`config.mk`:
```
export PLATFORM = sky130hd
export DESIGN_NAME = skipdecode
export DESIGN_NICKNAME = d
export VERILOG_FILES = /design/src/rtl/skipdecode.sv
export SDC_FILE = /design/constraint.sdc
export NUM_CORES = 1
export LEC_CHECK = 0
export ABC_AREA = 1
export CORE_ASPECT_RATIO = 2
export CORE_MARGIN = 3
export CORE_UTILIZATION = 25
export CTS_CLUSTER_DIAMETER = 100
export DETAILED_ROUTE_END_ITERATION = 10
export MAX_ROUTING_LAYER = met4
export PLACE_DENSITY = 0.48
export SYNTH_ARGS = -nofsm -noshare
export SYNTH_HDL_FRONTEND = slang
export SYNTH_SLANG_ARGS = --single-unit
export TNS_END_PERCENT = 1
```
`constraint.sdc`:
```
create_clock -name iCLK -period 3.81 [get_ports iCLK]
set_input_delay 0.5715 -clock iCLK [delete_from_list [all_inputs] [get_ports iCLK]]
set_output_delay 0.5715 -clock iCLK [all_outputs]
set_load 0.1 [all_outputs]
```
`src/rtl/skipdecode.sv`:
```
// ---------------------------------------------------------------------------
// skipdecode
//
// Recovers the skip pattern of a clock-gating stream. Each clock cycle is one
// slot. GATE says whether that slot's gated pulse was passed (1) or skipped
// (0). B0 marks slot 0 of each LEN-slot frame. The block aligns to B0 and
// rebuilds the per-frame skip mask. At the end of every complete frame it
// reports the mask and the number of delivered pulses. It also tracks whether
// the pattern is stable from frame to frame.
//
// Ports:
//   iCLK     in   1    single clock, everything happens on the rising edge
//   nRST     in   1    asynchronous active-low reset
//   GATE     in   1    per-slot delivery flag (1 = pulse passed, 0 = skipped)
//   B0       in   1    frame marker, high during slot 0
//   MASKOUT  out  LEN  skip mask of the last complete frame (bit i = slot i skipped)
//   CNT      out  CW   delivered pulses in the last complete frame
//   VALID    out  1    one-cycle strobe, MASKOUT/CNT were just updated
//   LOCK     out  1    level, two or more consecutive identical frames seen
//   ERR      out  1    one-cycle strobe, frame alignment violation
// ---------------------------------------------------------------------------
module skipdecode #(
    parameter int LEN = 16,
    parameter int CW  = $clog2(LEN + 1)
) (
    input  logic           iCLK,
    input  logic           nRST,
    input  logic           GATE,
    input  logic           B0,
    output logic [LEN-1:0] MASKOUT,
    output logic [CW-1:0]  CNT,
    output logic           VALID,
    output logic           LOCK,
    output logic           ERR
);

    localparam int             IW   = $clog2(LEN);
    localparam logic [IW-1:0]  LAST = IW'(LEN - 1);

    typedef enum logic {
        HUNT  = 1'b0,
        TRACK = 1'b1
    } state_t;

    state_t          r_state;
    state_t          w_stateNext;
    logic [IW-1:0]   r_idx;

    // Slots 0..LEN-2 are buffered. Slot LEN-1 goes straight from the input
    // into the completed frame on the edge that samples it.
    logic [LEN-2:0]  r_frame;
    logic [LEN-1:0]  r_prev;
    logic [1:0]      r_match;

    logic            w_start;
    logic            w_capture;
    logic            w_done;
    logic            w_err;
    logic            w_toHunt;
    logic [LEN-1:0]  w_full;
    logic [CW-1:0]   w_ones;

    // State register.
    always_ff @(posedge iCLK or negedge nRST) begin
        if (!nRST) begin
            r_state <= HUNT;
        end else begin
            r_state <= w_stateNext;
        end
    end

    // Next state. A missing B0 at the expected slot 0 means alignment is
    // gone and the block must hunt for a marker. A B0 that comes early only
    // resyncs and stays in TRACK.
    always_comb begin
        w_stateNext = r_state;
        case (r_state)
            HUNT:    if (B0) w_stateNext = TRACK;
            TRACK:   if (!B0 && (r_idx == '0)) w_stateNext = HUNT;
            default: w_stateNext = HUNT;
        endcase
    end

    // Per-sample control decode.
    //   w_start   : this sample is slot 0 of a new frame
    //   w_capture : this sample is a later slot of the current frame
    //   w_done    : this sample is slot LEN-1, so the frame completes
    // An early B0 sets both w_err and w_start, which is the immediate resync.
    // Because of that, an early B0 at idx LEN-1 never completes a frame.
    always_comb begin
        w_start   = 1'b0;
        w_capture = 1'b0;
        w_done    = 1'b0;
        w_err     = 1'b0;
        w_toHunt  = 1'b0;
        case (r_state)
            HUNT: begin
                w_start = B0;
            end
            TRACK: begin
                if (B0 && (r_idx != '0)) begin
                    w_err   = 1'b1;
                    w_start = 1'b1;
                end else if (!B0 && (r_idx == '0)) begin
                    w_err    = 1'b1;
                    w_toHunt = 1'b1;
                end else if (r_idx == '0) begin
                    w_start = 1'b1;
                end else begin
                    w_capture = 1'b1;
                    w_done    = (r_idx == LAST);
                end
            end
            default: begin
                w_toHunt = 1'b1;
            end
        endcase
    end

    // The completed frame takes its final bit from the live sample.
    always_comb begin
        w_full = {~GATE, r_frame};
    end

    // Skipped-slot count. CNT is LEN minus this value.
    always_comb begin
        w_ones = '0;
        for (int i = 0; i < LEN; i++) begin
            w_ones = w_ones + CW'(w_full[i]);
        end
    end

    // Slot index and frame buffer.
    always_ff @(posedge iCLK or negedge nRST) begin
        if (!nRST) begin
            r_idx   <= '0;
            r_frame <= '0;
        end else begin
            if (w_start) begin
                r_idx      <= IW'(1);
                r_frame    <= '0;
                r_frame[0] <= ~GATE;
            end else if (w_capture) begin
                if (w_done) begin
                    r_idx <= '0;
                end else begin
                    r_idx          <= r_idx + IW'(1);
                    r_frame[r_idx] <= ~GATE;
                end
            end else if (w_toHunt) begin
                r_idx <= '0;
            end
        end
    end

    // Result registers, strobes and frame-to-frame match tracking.
    // r_match is nonzero only if the last completed frame had no ERR after
    // it, so the "previous frame was clean" condition reads r_match != 0.
    always_ff @(posedge iCLK or negedge nRST) begin
        if (!nRST) begin
            MASKOUT <= '0;
            CNT     <= '0;
            VALID   <= 1'b0;
            ERR     <= 1'b0;
            r_prev  <= '0;
            r_match <= 2'd0;
        end else begin
            VALID <= w_done;
            ERR   <= w_err;
            if (w_done) begin
                MASKOUT <= w_full;
                CNT     <= CW'(LEN) - w_ones;
                r_prev  <= w_full;
                if ((w_full == r_prev) && (r_match != 2'd0)) begin
                    r_match <= (r_match == 2'd2) ? 2'd2 : r_match + 2'd1;
                end else begin
                    r_match <= 2'd1;
                end
            end else if (w_err) begin
                r_match <= 2'd0;
            end
        end
    end

    assign LOCK = (r_match == 2'd2);

endmodule

```
==> metrics.yaml <==
synth_cells: 350
rsz0062_at_grt: "true"
hpwl_mm: 5.40
power_density_mw_per_mm2: 345
layout_commonest_cell: "nand2_1"
cts_root_buf: "clkbuf_16"
relSlewSlack_pct: 30.1
finalHoldViolations: 0
die_height_um: 156
worst_pin_slew_ps: 1050
setup_viol: 2
place_ws_ps: -709
crit_chain: "inv_2 > fa_2 > ha_1 > inv_1 > fa_1 > fa_2 > fa_2 > fa_1 > inv_1 > ha_1 > inv_1 > fa_2 > o21ai_1"
core_sq_mm: 0.0109
clockBufferDepth: 2
syn_avg_cell_area_sq_um: 8.04
grt_pass1_vias: 2337
grt_antenna_before_repair: 0
synth_nets: 385
cp_slowest_cell: "fa_2"
fin_ws_ps: -109
vias_per_cell: 4.17
fin_util_pct: 32.1
cp_data_required_time_ps: 4030
dp_cells: 526
io-pin-count: 28
dieArea_sq_mm: 0.0126
die_w_um: 81
worstSkewPairLatency_ps: 290
hold_path.class: "in -> async"
initial_core_util_pct: 25.7
period_share_pct: 103
synth_top_area_share_pct: 40.0
critPathMaxFanout: 2
vias: 2236
cap_violations: 0
leakagePower_uw: 0.00173
clkTransAtPathRegs_ps: 70
yosys.area.top_type: "dfrtp_1"
cp.arrival_ps: 4140
avgRoutedWirePerCell_um: 12.7
grt_overflow_total: 0
stdcell_count: 536
status: "complete, but fails checks"
final_nets: 430
slowest_delay_ps: 560
cts_sinks: 45
drc: 0
fin_worst_skew_ps: 4.04
synth_warnings: 0
antenna_cells: 0
layout-drive-gt1-share_pct: 11.6
first_pass_iters: 4
drt-initial-drc-count: 123
whs_ps: 461
nFillCells: 1220
fmax_mhz: 255
failed_checks: "setup timing"
syn_area_sq_mm: 0.00281
vdd_drop_max_v: 0.000163
post-route-min-period_ps: 3920
cpMostUsedCell: "fa_2"
grt_usage_pct: 12.6
grt_pass1_wl_mm: 11.5
layout_common_cells: "nand2_1, inv_1, dfrtp_1"
rows: 54
synthToLayoutAreaGrowth_pct: 25.0
ys_seq_elements: 45
seq_area_frac_synth_pct: 40.0
timing_worst_setup_path_type: "reg -> reg"
ys_top_cells_by_area: "dfrtp_1, nand2_1, inv_1"
synth_cell_types: 24
critPathCaptureType: "flop"
cts-htree-levels: 2
grt_max_degree: 46
numCtsBuffers: 5
place.port_buffers: 27
report.final.slew_viol_count: 0
totalWireLength_mm: 6.80
cts_tree: "built"
ant_nets: 0
place_congestion: 0.828
cp-start-kind: "flop"
==> path summary, 6_finish.rpt <==
kind                            slack, ps  cells past startpoint   endpoint  startpoint
worst max-delay path                 -110                     13     CNT[3]  r_frame[6]
worst min-delay path                  460                      1     CNT[0]        nRST
worst max register to register       -110                     13     CNT[3]  r_frame[6]
worst min register to register        480                      2     CNT[0]      CNT[0]
max in group asynchronous            2690                      1  r_prev[9]        nRST
min in group iCLK                     480                      2     CNT[0]      CNT[0]
==> area by class of cell <==
| type | instances | area, sq um | area share [%] |
|---|---|---|---|
| inverters | 79 | 299 | 8.50 |
| multi-input cells | 218 | 1350 | 38.4 |
| clock buffers | 7 | 153 | 4.34 |
| flip-flops and latches | 45 | 1130 | 32.0 |
| clock inverters | 1 | 5.00 | 0.142 |
| well taps | 140 | 175 | 4.98 |
| repair buffers | 46 | 408 | 11.6 |
==> what timing repair did <==
action / CTS / global route
pin swaps: 5 / 1
hold buffers: 0 / 0
endpoints found under the setup margin: 3 / 2
gates resized for setup: 7 / 3
buffers inserted: 2 / 0
==> critical path: cells and delay by family (launching register included) <==
family	cells	cell delay, ps
adder cells (fa/ha/maj)	8	3170
flip-flops	1	360
buffers and inverters	4	210
AO/OA/AOI/OAI	1	110
==> state kept, by name, summed over array words and instances (netlist names) <==
name,cells
CNT,5
ERR,1
VALID,1
r_frame,15
r_idx,4
r_match,2
r_prev,16
r_state,1
==> layer usage <==
metal / up-vias / track usage (%) / share of wire (%)
li1: 1154 / - / -
met1: 1047 / 12.1 / 36
met2: 25 / 23.9 / 60
met3: 10 / 1.21 / 1.4
met4: 0 / 6.12 / 3.3
met5: - / - / 0
==> metrics by stage <==
step	setup TNS, ps	total power [uW]	area, sq um
after floorplan	-39.2	683	2820
after global placement	-1570	757	3330
after detailed placement	-1770	763	3330
after CTS	-247	1240	3520
after global routing	-468	1290	3520
final	-169	1210	3520
==> report_power, final <==
part	internal (uW)	switching [uW]	total, uW
combinational	86.7	158	245
sequential	491	10.3	501
clock	278	191	469
==> synth_stat cells, drive strengths merged <==
library cell and number:
nor2 24, o21ai 48, inv 79, xnor2 4, o22ai 1, nand2 88, a21oi 4, buf 6
nand4 6, nand3 8, dfrtp 45, ha 20, xor2 3, nand3b 1, fa 11, clkbuf 2
==> cells by family after synthesis <==
family	after synthesis	share of synthesized area [%]
simple gates	127	18.8
buf+inv	87	12.8
compound gates	53	9.48
flops	45	40.0
fa+ha+maj	31	16.7
xor+xnor	7	2.18
(Power assumes the default switching activity.)
